===== src/rtl/lock_attempt_ctrl.sv =====
// Attempt controller for the lock FSM: captures password/attempt codes, drives the match flag,
// counts consecutive failed attempts and imposes a timed lockout that blocks the enter button.
module lock_attempt_ctrl #(
  parameter  int W              = 4,
  parameter  int MAX_FAILS      = 3,
  parameter  int LOCKOUT_CYCLES = 50_000_000,
  localparam int FW             = $clog2(MAX_FAILS + 1),
  localparam int CW             = $clog2(LOCKOUT_CYCLES)
) (
  input  logic          CLK50,
  input  logic          reset,
  input  logic [W-1:0]  SW,
  input  logic          E_in,
  input  logic          savePW,
  input  logic          saveAT,
  input  logic          LOCKED,
  output logic          E_out,
  output logic          M,
  output logic          ALARM,
  output logic [FW-1:0] FAILS
);

  typedef enum logic [1:0] {
    IDLE    = 2'b00,
    LOCKOUT = 2'b01,
    REARM   = 2'b10,
    ILLEGAL = 2'b11
  } state_t;

  localparam logic [FW-1:0] MAXF = FW'(MAX_FAILS);

  state_t        state, state_next;
  logic [W-1:0]  pw_reg, at_reg;
  logic          saveAT_d, savePW_d;
  logic [FW-1:0] fails, fails_next, fails_inc;
  logic [CW-1:0] lock_cnt, lock_cnt_next;
  logic          at_fall, pw_rise;

  // The lock state only matters to the FSM; it deliberately does not gate the enter button.
  logic unused_locked;
  assign unused_locked = LOCKED;

  assign M         = (at_reg == pw_reg);
  assign FAILS     = fails;
  assign at_fall   = saveAT_d & ~saveAT;
  assign pw_rise   = savePW & ~savePW_d;
  assign fails_inc = (fails == MAXF) ? fails : fails + FW'(1);

  // NOTE: every output of this block gets a default first so no path leaves it unassigned (no latches).
  always_comb begin
    state_next    = state;
    lock_cnt_next = lock_cnt;
    fails_next    = fails;
    E_out         = E_in;
    ALARM         = 1'b0;

    if (pw_rise)      fails_next = '0;
    else if (at_fall) fails_next = M ? '0 : fails_inc;

    case (state)
      IDLE: begin
        if (at_fall && !M && !pw_rise && (fails_inc == MAXF)) begin
          state_next    = LOCKOUT;
          lock_cnt_next = CW'(LOCKOUT_CYCLES - 1);
        end
      end
      LOCKOUT: begin
        E_out = 1'b0;
        ALARM = 1'b1;
        if (lock_cnt == '0) begin
          fails_next = '0;
          state_next = REARM;
        end else begin
          lock_cnt_next = lock_cnt - CW'(1);
        end
      end
      REARM: begin
        // Wait for a release so a button held through the lockout is not seen as a press.
        E_out = 1'b0;
        if (!E_in) state_next = IDLE;
      end
      default: state_next = IDLE;
    endcase
  end

  // NOTE: sequential state uses non-blocking assignments so every register samples pre-edge values.
  always_ff @(posedge CLK50) begin
    if (reset) begin
      state    <= IDLE;
      pw_reg   <= '0;
      at_reg   <= '0;
      saveAT_d <= 1'b0;
      savePW_d <= 1'b0;
      fails    <= '0;
      lock_cnt <= '0;
    end else begin
      state    <= state_next;
      saveAT_d <= saveAT;
      savePW_d <= savePW;
      fails    <= fails_next;
      lock_cnt <= lock_cnt_next;
      if (savePW) pw_reg <= SW;
      if (saveAT) at_reg <= SW;
    end
  end

endmodule


===== config.mk =====
export PLATFORM = sky130hd
export DESIGN_NAME = lock_attempt_ctrl
export DESIGN_NICKNAME = d
export VERILOG_FILES = /design/src/rtl/lock_attempt_ctrl.sv
export SDC_FILE = /design/constraint.sdc
export NUM_CORES = 1
export LEC_CHECK = 0
export ABC_AREA = 1
export BUFFER_PORTS_ARGS = -buffer_cell sky130_fd_sc_hd__buf_2
export CORE_MARGIN = 3
export CORE_UTILIZATION = 50
export DETAILED_ROUTE_END_ITERATION = 8
export GPL_TIMING_DRIVEN = 1
export PLACE_DENSITY = 0.67
export SYNTH_ARGS = -nofsm -noshare
export SYNTH_HDL_FRONTEND = slang
export SYNTH_SLANG_ARGS = --single-unit

===== constraint.sdc =====
create_clock -name CLK50 -period 2.2 [get_ports CLK50]
set_clock_uncertainty 0.15 [all_clocks]
set_input_delay 0.44 -clock CLK50 [delete_from_list [all_inputs] [get_ports CLK50]]
set_output_delay 0.44 -clock CLK50 [all_outputs]
set_load 0.01 [all_outputs]

### Word-level counts from Yosys, hierarchy flattened

Cells that the tools add are included.

* register bits after elaboration: 40
* input bits: 10
* word-level logic and storage cells: 48

* $add $sub $neg: 2
* equal/unequal tests: 9
* mux-type cells: 15
* bitwise gates (word level): 4
* reduce and logical (&&, ||, !) cells: 11

Operator list (count)
* $mux 26: 2
* $pmux 26 s2: 1
* $logic_not 26->1: 1
* $sub 26x1->26 const B: 1
* $mux 2: 9
* $ne 2x2->1 const B: 4
* $eq 2x2->1 const B: 3
* $pmux 2 s3: 1
* $reduce_and 3->1: 2
* $eq 4x4->1: 1
* $logic_and 1x1->1: 3
* $add 2x1->2 const B: 1
* $and 1x1->1: 2
* $eq 2x1->1 const B: 1
* $logic_not 1->1: 2
* $logic_not 2->1: 1
* $mux 1: 2
* $not 1->1: 2
* $reduce_bool 2->1: 1
* $reduce_or 2->1: 1

### Logic depth before layout (Yosys ltp)

Gate-level depths: netlist of run 1.

* depth after elaboration: 7
* depth in mapped cells: 13
* depth with buffers taken out: 12

### Worst setup path before layout of run 1

Ideal clock, no wire load.

* kind: register to register
* start: reg state[1]
* end: reg lock_cnt[3]
* data arrival time: 1.469 ns
* path slack: 0.441 ns
* cell stages (with the launch flop): 9
* period minus slack after synthesis: 1.759 ns
* cell sequence: dfxtp_1 -> inv_1 -> ha_1 -> clkinv_1 -> nand2_1 -> nand2_4 -> buf_2 -> nand3_1 -> a21oi_1

* cells in the longest elaborated chain, start to end: 3

Ends and longest elaborated chain
* start: declaration: line 32 `state_t state, state_next;`
* start signal: assignment: line 97 `state <= state_next;`
* $eq 2x1->1 or $logic_not 2->1 (tied branches): line 60 `case (state)`
* $ne 2x2->1 (no line) or $reduce_bool 2->1 (tied branches)
* $reduce_and 3->1 (no line)
* end signal: assignment: line 101 `lock_cnt <= lock_cnt_next;`
* end: declaration: line 36 `logic [CW-1:0] lock_cnt, lock_cnt_next;`

Parallel ways exist; a longest one is shown, timed or not.
A chain may end at the register's enable or synchronous reset.

### Worst setup path after layout of run 1

* start: reg lock_cnt[0]
* end: reg lock_cnt[0]

* cells in the longest elaborated chain, start to end: 3

Ends and longest elaborated chain (line)
* $sub 26x1->26 or $logic_not 26->1 (tied branches): 74, 70
* $mux 26 or $ne 2x2->1 (tied branches)
* $pmux 26 s2 or $reduce_and 3->1 (tied branches)

Parallel ways exist; a longest one is shown, timed or not. The select of a mux whose other input is x is not followed.

==> results, run 1 <==
- The flow ran to the end, and the final reports show no timing, DRC or antenna violations.
- The highest attainable clock frequency is 0.514 GHz.
- The worst hold slack is 0.278 ns.
- The number of buffers on the longest clock path is 2.
- The tree built by TritonCTS fans out to 40 sinks.
- The portion of total power attributed to combinational logic is 58.0%.
- The worst setup path is captured at a register.
- The share of synthesized area spent on multiplexers is 0%.
- The number of max-slew violations in the final report is 0.
- Setup repair after global routing left no endpoint under its margin.
- The worst hold path cell count is 3.
- The total overflow left after global routing is 0.
- Buffers inserted to repair hold after CTS numbered 0.
- The length of routed wiring on met1 is 2920 um.
- Post-CTS timing repair inserted 0 buffers for setup.
- Summed over all nets, the switching power comes to 1.76 mW.
- The sequential cells in the finished layout cover a total of 801 um^2.
- For the worst setup path, the data required time is 2.24 ns.
- After detailed routing, the met2 layer carries 2580 um of wire.
- The met3 wire length is 395 um.
- The critical path is of the reg -> reg type.
- The synthesized netlist occupies a cell area of 2590 um^2.
- The post-route fraction of the period consumed by the critical path is 88.5%.
- The routed length per instance is 11.7 um.
- The smallest setup slack after layout is 0.254 ns.
- The power per cell area is 1250 nW/um^2.
- Net switching is 49.6% of the power.
- The dominant combinational cell family by area after synthesis is simple AND/OR/NAND/NOR gates.
- The first global-routing pass estimated 10400 um of wire.
- The utilization after layout is 58.5%.
- The number of placed I/O pins is 15.
- The count of vias placed by the detailed router is 2579.
- The net count reported at finish is 454.
- After synthesis the netlist holds a flip-flop and latch count of 40.
- Summing all multi-input logic gate instances after layout gives 1540 um^2.
- The worst vdd rail ir drop is 0.000711 V.
- The post-synthesis sequential area ratio is 30.9%.
- The end of the worst hold path is pw_reg[2]$_SDFFE_PP0P_.
- The maximum fanout along the worst path is 26.
- The clock power share is 14.5%.
- The pre-CTS setup slack is 0.271 ns.
- The number of gates resized after CTS was 0.
- The complex-gate fraction of the synthesized area is 12.2%.
- The remaining antenna violation count is 0.
- The reported max-cap violation count is 0.
- The clock latency on the worst-skew pair is 0.30 ns.
- The placeable core region is 4850 um^2.
- At the worst endpoint, the arrival time is 1.98 ns.
- The tightest min-delay check is of the in -> reg type.
- The leakage dissipation is 1.25 nW.
- Setup violations remaining at the end of the flow were counted as 0.
- The number of cells on the worst reg-to-reg path is 12.
- The number of search-and-repair iterations in the first detailed-routing pass is 4.
- The count of port buffers added during placement is 13.
- From bottom edge to top edge, the die measures 77.9 um.
- Once the floorplan was initialized, standard cells occupied 53.4% of the core.
- The detailed-placement wirelength estimate is 4480 um.
- The worst pin sits at a relative slew slack of 66.8%.
- The number of antenna violations at the first check in global routing is 0.
- At the pin with the least slew margin, the transition time is 0.496 ns.
- The iteration-0 DRC count of the detailed router is 143.
- The number of flip-flops under the largest register name is 26.
- The fraction of final layout cells sized beyond drive strength 1 is 13.9%.
- The die outline area is 6070 um^2.
- The worst register-to-register path begins at lock_cnt[0]$_SDFFE_PP0P_.
- The tree is rooted in a sky130_fd_sc_hd__clkbuf_8.
- The sequential fraction of design power is 27.5%.
- The number of antenna cells inserted is 0.
- The clock period minus worst slack is 1.95 ns.
- The H-tree was split into 2 levels.
- Synthesis produced a netlist with a net count of 434.
- The overall fraction of global-route tracks in use is 20.7%.
- The adder and majority cell fraction of the synthesized area is 2.90%.
- Compared with the post-synthesis result, the final layout area differs by 9.62%.
- The clock edge transition at the registers on the reported setup and hold paths is 0.08 ns.
- The capturing point of the worst reg2reg path is lock_cnt[0]$_SDFFE_PP0P_.
- For this run, the number of Yosys warnings is 0.
- The netlist uses 28 different library cells.
- The CTS tree is built.
- The average cell area after synthesis is 6.19 um^2.
- The DRC violations left is 0.
- Dividing the detail-routed via count by the number of cells gives 5.10.
- The reg-to-reg setup timing slack is 0.25 ns.
- The routed design has 5930 um of wire.
- In this run, CTS created clock tree buffers numbering 5.
- Signal routing reaches up to met4.
- The fill cell total of the finished layout is 511.
- The placer congestion estimate is 0.897.
- The die span in x is 77.9 um.
- The synthesized netlist devotes 43.6% of its cell area to simple gates.
- The setup TNS after final layout is 0 ns.
- The pin count of the biggest net entering global routing is 27.
- The initialized floorplan defines 25 standard-cell rows.
- The instance count of the mapped netlist is 418.
- Internal power comes to 1.79 mW.
- The launching element type of the critical path is a register.
- The via count of the first global-routing pass is 2381.
- After Yosys synthesis, XOR and XNOR cells account for 0.677% of the synthesized area.
- The startpoint identified for the worst hold timing path is SW[2].
- The final hold violation count is 0.
-- metal layers --
layer  vias to the layer above  global-route usage (%)
met5                         -                       0
met2                        59                    33.9
li1                       1373                       -
met3                         4                    4.29
met1                      1143                    27.7
met4                         0                    5.24
-- cells by family after synthesis --
kind of cell               count (synthesis)
xor gates and xnor gates                   2
DFF                                       40
and+or+nand+nor                          256
AOI/OAI and AO/OA                         55
buffers and inverters                     59
adders and majority gates                  6
-- synthesized netlist by cell type, drive strengths merged --
library cell / n / area (um^2)
a21oi: 33 / 199
buf: 4 / 45.0
clkbuf: 6 / 22.5
clkinv: 3 / 11.3
dfxtp: 40 / 801
ha: 6 / 75.1
inv: 46 / 173
nand2: 123 / 505
nand3: 48 / 240
nand3b: 3 / 22.5
nand4: 7 / 43.8
nor2: 71 / 287
nor3: 1 / 10.0
nor4: 1 / 6.26
o21ai: 20 / 100
o21bai: 1 / 7.51
o311ai: 1 / 8.76
or2: 2 / 12.5
xnor2: 2 / 17.5
-- worst max-delay path: stages (launching register included) --
cell and delay (ns):
sky130_fd_sc_hd__dfxtp_1 0.37, sky130_fd_sc_hd__inv_1 0.09, sky130_fd_sc_hd__ha_1 0.19, sky130_fd_sc_hd__inv_1 0.07, sky130_fd_sc_hd__nor2_1 0.05, sky130_fd_sc_hd__nand2_1 0.07
sky130_fd_sc_hd__nor2_2 0.05, sky130_fd_sc_hd__nand2_1 0.06, sky130_fd_sc_hd__nand2_2 0.07, sky130_fd_sc_hd__nand2_4 0.21, sky130_fd_sc_hd__nand2_8 0.19, sky130_fd_sc_hd__o21ai_0 0.20
sky130_fd_sc_hd__nor2_1 0.05
-- cell type report --
| type | count | area share (%) |
|---|---|---|
| clock buffers | 6 | 2.91 |
| clock inverters | 2 | 0.353 |
| inverters | 49 | 6.48 |
| multi-input cells | 319 | 54.1 |
| flip-flops and latches | 40 | 28.2 |
| well taps | 67 | 2.96 |
| repair buffers | 23 | 4.94 |
-- power groups by stage --
stage | registers [mW] | clock network (mW) | logic (mW)
3_5_place_dp | 0.993 | 0 | 2.05
2_1_floorplan | 0.957 | 0 | 1.66
4_1_cts | 0.976 | 0.524 | 2.06
6_report | 0.978 | 0.515 | 2.06
5_1_grt | 0.998 | 0.555 | 2.34
3_3_place_gp | 0.988 | 0 | 2.03
-- worst max-delay path by stage --
| stage | start | slack, ns | to | cells past startpoint |
|---|---|---|---|---|
| 6_report | lock_cnt[0]$_SDFFE_PP0P_ | 0.25 | lock_cnt[0]$_SDFFE_PP0P_ | 12 |
| 5_1_grt | lock_cnt[0]$_SDFFE_PP0P_ | 0.03 | lock_cnt[1]$_SDFFE_PP0P_ | 12 |
| 4_1_cts | lock_cnt[0]$_SDFFE_PP0P_ | 0.26 | lock_cnt[0]$_SDFFE_PP0P_ | 12 |
| 3_5_place_dp | lock_cnt[0]$_SDFFE_PP0P_ | 0.27 | lock_cnt[1]$_SDFFE_PP0P_ | 12 |
| 3_3_place_gp | lock_cnt[0]$_SDFFE_PP0P_ | 0.29 | lock_cnt[0]$_SDFFE_PP0P_ | 12 |
| 2_1_floorplan | state[1]$_SDFFE_PP0P_ | 0.44 | lock_cnt[3]$_SDFFE_PP0P_ | 8 |
-- through the flow --
stage | instance area (um^2) | total power, mW | instances
2_1_floorplan | 2590 | 2.62 | 418
3_3_place_gp | 2740 | 3.01 | 498
3_5_place_dp | 2740 | 3.05 | 498
4_1_cts | 2840 | 3.56 | 506
5_1_grt | 2840 | 3.89 | 506
6_report | 2840 | 3.56 | 506
-- cells in the final DEF (no fill, tap or decap), types with 2 or more instances in the layout --
cell / synthesis / routed
sky130_fd_sc_hd__or2_2: 2 / 2
sky130_fd_sc_hd__a21oi_1: 24 / 24
sky130_fd_sc_hd__inv_1: 44 / 44
sky130_fd_sc_hd__o21ai_0: 20 / 20
sky130_fd_sc_hd__a21oi_2: 9 / 9
sky130_fd_sc_hd__clkinv_2: 0 / 2
sky130_fd_sc_hd__clkinv_1: 3 / 3
sky130_fd_sc_hd__buf_4: 0 / 10
sky130_fd_sc_hd__nand2_1: 113 / 113
sky130_fd_sc_hd__buf_2: 2 / 13
sky130_fd_sc_hd__clkbuf_8: 0 / 6
sky130_fd_sc_hd__nand2_2: 8 / 8
sky130_fd_sc_hd__nand4_1: 7 / 7
sky130_fd_sc_hd__inv_2: 2 / 2
sky130_fd_sc_hd__nand3b_1: 3 / 3
sky130_fd_sc_hd__dfxtp_1: 40 / 40
sky130_fd_sc_hd__ha_1: 6 / 6
sky130_fd_sc_hd__nand3_1: 48 / 48
sky130_fd_sc_hd__nor2_1: 65 / 65
sky130_fd_sc_hd__nor2_2: 5 / 5
sky130_fd_sc_hd__xnor2_1: 2 / 2
No activity file was read; power rests on OpenSTA's default activity.
==> run 2: changes to the inputs <==
CAP_MARGIN = 20   (was not set)
CORE_UTILIZATION = 49   (was 50)
PLACE_DENSITY = 0.66   (was 0.67)
SLEW_MARGIN = 10   (was not set)
==> run 2 against run 1 <==
Non-clock buffer count rose by 1. Worst setup slack improved by 0.044 ns. Total power rose by 4.9%. Largest cell class unchanged. Largest power group unchanged. Combinational power barely moved. Critical endpoint is now ALARM. Clock power rose by 28%. Flip-flop and latch count did not move.
==> results, run 2 (same netlist as run 1, synthesis figures left out) <==
- The run finished with clean final reports.
- The number of max-slew violations in the final report came to 0.
- Traced cell by cell, the critical path runs through inv_1 > ha_1 > buf_4 > buf_2.
- The cell with the biggest individual delay on the critical path is sky130_fd_sc_hd__dfxtp_1.
- For this design the static power due to leakage is 1.27 nW.
- In this run the tightest slew margin relative to its limit is 66.3%.
- After clock tree synthesis, the setup repair step added 0 buffers.
- The capturing point of the worst reg2reg path is lock_cnt[22]$_SDFFE_PP0P_.
- The met3 wire length is 279 um.
- In the global route stage, overall resource usage came out at 21.4%.
- The required time at the worst-slack endpoint is 1.61 ns.
- The routed length per instance is 11.9 um.
- In this run the worst hold path is classified as in -> reg.
- For the pin with the worst max-slew slack, the measured transition is 0.504 ns.
- The reg-to-reg setup timing slack is 0.32 ns.
- At the end of the flow the core is filled with cells to 58.6%.
- Across the VDD grid, the largest voltage drop is 0.000713 V.
- Counting I/O delays and the setup requirement, the final critical path takes 1.90 ns.
- At the end of routability-driven placement, the weighted congestion stood at 0.879.
- Compared with the post-synthesis result, the final layout area differs by 11.2%.
- Setup repair after global routing left no endpoint under its margin.
- The highest layer touched by signal routing is met4.
- In this run the tool buffered the top-level ports with 13 buffer cells.
- The power per cell area is 1300 nW/um^2.
- The fraction of final layout cells sized beyond drive strength 1 is 14.1%.
- The via count of the first global-routing pass is 2424.
- The root buffer cell is sky130_fd_sc_hd__clkbuf_8.
- The register with the most flip-flops in the layout has 26 of them.
- Across all layers, the routed design uses 2561 vias.
- The number of antenna cells inserted is 0.
- The CTS tree is built.
- The reported max-cap violation count is 0.
- In the final layout, flip-flops and latches occupy 801 um^2.
- For this configuration, the core starts out at a cell density of 52.7%.
- The iteration-0 DRC count of the detailed router is 129.
- The highest attainable clock frequency is 0.526 GHz.
- The die is 78.7 um tall.
- Counting the fill cells in the layout gives 531.
- The end of the worst hold path is savePW_d$_SDFF_PP0_.
- The net count reported at finish is 455.
- The worst setup path is captured at an output pin.
- At the worst endpoint, the arrival time is 1.31 ns.
- The area occupied by multi-input gates is 1540 um^2.
- The maximum fanout along the worst path is 9.
- The per-cell via count in the routed design is 5.05.
- The library cells used most frequently in the layout, excluding fill and tap cells, are sky130_fd_sc_hd__nand2_1 (113), sky130_fd_sc_hd__nor2_1 (65), sky130_fd_sc_hd__nand3_1 (48).
- The final routed wirelength across all metal layers is 6040 um.
- The cell family with the largest share of critical-path delay is buffers and inverters.
- The buffer and inverter count on the worst path is 3.
- For this run, the slowest stage of the critical path takes 0.33 ns.
- The setup path with the least slack is of type reg -> out.
- The number of buffers on the longest clock path is 2.
- The number of antenna violations at the first check in global routing is 0.
- 15 I/O pins were placed.
- For this design, the CTS-stage hold fixing added 0 buffers.
- The launching element type of the critical path is a register.
- In the finished design, the share of the clock period the worst path needs comes to 86.5%.
- The detailed-placement wirelength estimate is 4480 um.
- The worst hold path begins at reset.
- The number of buffers created by CTS is 5.
- The cell depth of the worst flop-to-flop path is 9.
- The pin count of the biggest net entering global routing is 27.
- After floorplanning, the core was divided into 25 placement rows.
- The clock reaches the later pin of the worst-skew pair after 0.29 ns.
- The number of search-and-repair iterations in the first detailed-routing pass is 4.
- CTS saw 40 sinks.
- The routed design uses 2710 um of met2 wire.
- Setup violations remaining at the end of the flow were counted as 0.
- The first global-routing pass estimated 10800 um of wire.
- After clock tree synthesis, the clock-pin slew on the worst setup and hold paths is 0.08 ns.
- The count of nets left with antenna violations once routing finished came out at 0.
- The floorplan step set the die width to 78.7 um.
- In this run, post-CTS repair resized a total of 0 instances.
- The total placed instance area is 2750 um^2.
- The worst hold path cell count is 2.
- The placeable core region is 4910 um^2.
- The DRC violations left is 0.
- The setup TNS after final layout is 0 ns.
- The launch point of the worst reg-to-reg path is lock_cnt[0]$_SDFFE_PP0P_.
- The final hold violation count was 0.
- The die covers 6190 um^2.
- The post-route standard cell area excluding fillers is 2880 um^2.
- The H-tree generated during clock tree synthesis spans 2 levels.
- The library cell used most frequently in the layout, excluding fill and tap cells, is sky130_fd_sc_hd__nand2_1.
- The length of routed wiring on met1 is 3030 um.
- The total overflow reported by the global router is 0.
==> run 2: cell types whose count changed in the layout (fill, tap and decap cells not counted) <==
cell and change:
sky130_fd_sc_hd__buf_4 +1, sky130_fd_sc_hd__clkinv_2 -2, sky130_fd_sc_hd__bufinv_16 +1, sky130_fd_sc_hd__clkbuf_8 +1
==> run 2: cell type report <==
type                       instances  share of cell area [%]
multi-input combinational        319                    53.3
tap                               67                    2.91
clock buffer                       7                    3.35
clock inverter                     1                    1.04
sequential                        40                    27.8
timing repair buffer              24                    5.13
inverter                          49                    6.39
==> run 2: power breakdown <==
part	switching, mW	total [mW]	internal [mW]
logic	1.38	2.09	0.718
clock network	0.259	0.660	0.401
registers	0.132	0.978	0.846
total	1.77	3.73	1.96
==> run 2: per-stage QoR <==
step / std cells / setup slack [ns] / hold slack [ns] / total power [mW]
finish: 507 / 0.298 / 0.182 / 3.73
global route: 507 / 0.116 / 0.175 / 4.13
CTS: 507 / 0.276 / 0.174 / 3.75
detailed placement: 499 / 0.329 / 0.313 / 3.08
floorplan: 418 / 0.441 / 0.293 / 2.62
global placement: 499 / 0.357 / 0.308 / 3.04
==> run 2: worst max-delay path by stage <==
stage / from / to / slack [ns] / depth (start not counted)
after floorplan: state[1]$_SDFFE_PP0P_ / lock_cnt[3]$_SDFFE_PP0P_ / 0.44 / 8
after global placement: saveAT / lock_cnt[23]$_SDFFE_PP0P_ / 0.36 / 10
after CTS: state[1]$_SDFFE_PP0P_ / ALARM / 0.28 / 4
after detailed placement: saveAT / lock_cnt[25]$_SDFFE_PP0P_ / 0.33 / 10
after global routing: lock_cnt[1]$_SDFFE_PP0P_ / lock_cnt[21]$_SDFFE_PP0P_ / 0.12 / 8
final: state[1]$_SDFFE_PP0P_ / ALARM / 0.30 / 4
==> run 2: routing by layer <==
metal | GRT usage [%] | up-vias
met5 | 0 | -
met4 | 5.77 | 0
met3 | 3.56 | 2
met2 | 35.5 | 45
met1 | 28.8 | 1140
li1 | - | 1374
==> run 2: worst register-to-register path, cell delays in order, from the launching register on <==
cell	delay, ns
sky130_fd_sc_hd__dfxtp_1	0.34
sky130_fd_sc_hd__inv_1	0.10
sky130_fd_sc_hd__ha_1	0.28
sky130_fd_sc_hd__nand2_1	0.16
sky130_fd_sc_hd__nor2_1	0.33
sky130_fd_sc_hd__nand3_1	0.13
sky130_fd_sc_hd__nand2_1	0.07
sky130_fd_sc_hd__nand3_1	0.06
sky130_fd_sc_hd__nand2_1	0.09
sky130_fd_sc_hd__a21oi_2	0.05
==> run 3: changes to the inputs <==
ABC_AREA = 0   (was 1)
PLACE_DENSITY = 0.67   (was 0.66)
==> run 3 against run 2 <==
The run now ends with setup timing left. Sequential share of layout area fell by 0.21 points. Synthesized cell count down 40%. First-iteration DRC count down 8.5%. Critical path type is now reg -> reg. Largest cell class unchanged.
==> results, run 3 <==
- The run finished, with violations left.
- The checks that failed: setup timing.
- The worst hold slack is 0.253 ns.
- Before antenna repair, the detailed router went through 4 iterations.
- Summing all non-filler instances in the final layout gives an area of 2920 um^2.
- Cells with a size suffix above 1 make up 31.8% of the layout.
- The die outline area is 5380 um^2.
- The portion of total power attributed to combinational logic is 7.4%.
- After floorplanning, the core was divided into 23 placement rows.
- The maximum fanout along the worst path is 5.
- Across all layers, the routed design uses 2130 vias.
- The most common flop cell mapped by yosys is sky130_fd_sc_hd__dfxtp_1.
- Of the total power, registers draw 50.4%.
- The per-cell via count in the routed design is 6.00.
- The die span in x is 73.4 um.
- The floorplan step set the die height to 73.4 um.
- The leakage dissipation is 1.22 nW.
- The analysis attributes to net switching a power of 0.345 mW.
- Synthesis handed over a netlist of 250 instances.
- The power per cell area is 504 nW/um^2.
- The slowest stage of the critical path is the sky130_fd_sc_hd__or4_4 cell.
- The post-route fraction of the period consumed by the critical path is 110%.
- For this block, the initial DRC count from the detailed router was 118.
- sky130_fd_sc_hd__dfxtp_1 takes more of the synthesized area than any other cell.
- The critical path's largest stage delay is 0.53 ns.
- Walking the worst path, the cells encountered are or4_4 > or4_4 > buf_4 > o31ai_4 > or4_4 > mux2i_1.
- After synthesis, the largest area contributor takes up 36.0% of total cell area.
- The clock passes through at most 2 buffers.
- The final hold violation count is 0.
- The via count of the first global-routing pass is 1951.
- For this run, the total global-route usage over all layers was measured as 21.9%.
- The async set-reset flop share out of synthesis is 0%.
- The count of port buffers added during placement is 13.
- The most common library cell in the layout ignoring fill and taps is sky130_fd_sc_hd__buf_4.
- Counting flops and latches in the post-synthesis netlist gives 40.
- The total area inside the core boundary comes to 4170 um^2.
- The count of yosys warnings during synthesis is 0.
- For this design the top-level I/O count stands at 15.
- The average cell area after synthesis is 8.89 um^2.
- At the worst endpoint, the arrival time is 2.48 ns.
- Setup repair after global routing could not meet its margin everywhere.
- The final routed wirelength across all metal layers is 5460 um.
- The worst setup path is of the reg -> reg kind.
- The count of flip-flops with a built-in enable after synthesis is 0.
- Global routing finished with a remaining overflow of 0.
- Before CTS, the worst setup slack after placement is -0.238 ns.
- In the layout the commonest cells are sky130_fd_sc_hd__buf_4 (41), sky130_fd_sc_hd__dfxtp_1 (36), sky130_fd_sc_hd__nor2_1 (21).
- The remaining antenna violation count is 0.
- The root buffer cell is sky130_fd_sc_hd__clkbuf_8.
- CTS saw 40 sinks.
- The number of antenna violations at the first check in global routing is 0.
- The area overhead of the layout relative to synthesis is 31.2%.
- The cell family with the largest share of critical-path delay is simple AND/OR/NAND/NOR gates.
- The total placed instance area is 2660 um^2.
- The required time at the worst-slack endpoint is 2.27 ns.
- The routed length per instance is 15.4 um.
- The initial utilization of the core area, before any placement, comes to 53.3%.
- In the post-synthesis netlist, the cell with the most instances is sky130_fd_sc_hd__dfxtp_1.
- The max-slew headroom at the worst pin is 69.7%.
- The total power draw is 1.47 mW.
- The CTS tree is built.
- Of the synthesized area, sequential elements account for 36.0%.
- Sorting the synthesized cells by how often they occur yields sky130_fd_sc_hd__dfxtp_1 (40), sky130_fd_sc_hd__nor2_1 (21), sky130_fd_sc_hd__nand2_1 (17).
- The buffer and inverter count on the worst path is 1.
- The clock tree synthesis step divided the H-tree into 2 levels.
- The clock latency on the worst-skew pair is 0.30 ns.
- Summed over all nets, the half-perimeter wirelength after detailed placement is 3800 um.
- Synthesis instantiated 48 different standard cells from the library.
- The clock period minus worst slack is 2.41 ns.
- Buffers inserted during clock tree synthesis total 5.
- Entering global routing, the biggest net connects 37 pins.
- The worst min-delay path class is in -> reg.
- The synthesized cell area is 2220 um^2.
- After the last flow step, the layout net total stands at 320.
- The register with the most flip-flops in the layout has 26 of them.
- Setup violations remaining at the end of the flow were counted as 26.
- The worst vdd rail ir drop is 0.000682 V.
- The number of antenna cells inserted is 0.
- The DRC violations left is 0.
- Clock-pin slew was measured on the worst setup and hold paths at 0.08 ns.
- The placer congestion estimate is 0.874.
- Of the total power, the clock network draws 42.2%.
- In the post-synthesis netlist, the biggest area contributors are sky130_fd_sc_hd__dfxtp_1 (36%), sky130_fd_sc_hd__mux2i_1 (6.3%), sky130_fd_sc_hd__or4_1 (4.7%), sky130_fd_sc_hd__o31ai_1 (3.7%), sky130_fd_sc_hd__nor2_1 (3.5%).
- The most used cell along the critical path is sky130_fd_sc_hd__or4_4.
- The tool flagged a number of max-cap violations equal to 0.
- After detailed placement, the design holds a cell count of 340.
- Setup slack on the critical path of the routed design comes to -0.212 ns.
- For this design, the CTS-stage hold fixing added 0 buffers.
- The kind of end point of the critical path is a register.
- The first-pass GRT wire length is 9160 um.
- The number of max-slew violations in the final report came to 0.
- The post-synth net total is 266.
- The design internal power is 1.13 mW.
- Timing would allow up to 0.415 GHz.
- The non-filler instance count after layout is 355.
- For the pin with the worst max-slew slack, the measured transition is 0.450 ns.
- Net switching is 23.5% of the power.
- The fill cell total of the finished layout is 314.
- The worst setup path is launched from a register.
run 3: cell type report:
cell class	count	area, um^2	area share [%]
Timing Repair Buffer	60	458	15.7
Clock buffer	5	68.8	2.36
Multi-Input combinational cell	190	1450	49.7
Clock inverter	3	47.5	1.63
Tap cell	50	62.6	2.14
Sequential cell	40	806	27.6
Inverter	7	26.3	0.901
run 3: power groups by stage:
stage | Clock (mW) | Sequential (mW) | Combinational [mW]
final | 0.620 | 0.742 | 0.109
after global routing | 0.654 | 0.743 | 0.120
after CTS | 0.634 | 0.742 | 0.107
after detailed placement | 0 | 0.759 | 0.104
after global placement | 0 | 0.758 | 0.103
after floorplan | 0 | 0.758 | 0.0658
run 3: worst min-delay path, delay by kind of cell:
family	cells	cell delay [ns]
buf+inv	1	0.09
simple gates	1	0.08
mux	1	0.06
run 3: cells by family (layout without fill, tap and decap cells):
family          Yosys count  in the layout  share of synthesized area (%)
flops                    40             40                           36.0
mux                      14             14                           6.30
xor+xnor                  4              4                           1.58
fa+ha+maj                 6              6                           3.38
buf+inv                  20             75                           3.66
compound gates           54             54                           20.2
simple gates            112            112                           28.9
run 3: final timing paths:
path | start | endpoint | slack, ns | cells after the start
hold reg to reg | lock_cnt[11]$_SDFFE_PP0P_ | lock_cnt[11]$_SDFFE_PP0P_ | 0.32 | 2
setup / recovery | lock_cnt[21]$_SDFFE_PP0P_ | lock_cnt[9]$_SDFFE_PP0P_ | -0.21 | 6
setup reg to reg | lock_cnt[21]$_SDFFE_PP0P_ | lock_cnt[9]$_SDFFE_PP0P_ | -0.21 | 6
hold / removal | SW[0] | at_reg[0]$_SDFFE_PP0P_ | 0.25 | 3
run 3: what timing repair did:
| item | 4_1_cts | 5_1_grt |
|---|---|---|
| setup buffers | 4 | 3 |
| gates resized for setup | 9 | 11 |
| pin swaps | 6 | 6 |
| setup endpoints to repair | 26 | 30 |
run 3: stage by stage:
step           util [%]  TNS, ns
5_1_grt            69.9    -5.63
6_report           69.9    -3.10
3_5_place_dp       63.6    -2.62
3_3_place_gp       63.6    -2.29
2_1_floorplan         -    -1.28
4_1_cts            68.0    -2.36
run 3: routing by layer:
layer,vias to the layer above,share of wire (%),global-route usage [%]
li1,1074,-,-
met1,1019,48,30.3
met2,33,47,34.5
met3,4,3.1,4.10
met4,0,1.2,6.64
met5,-,0,0
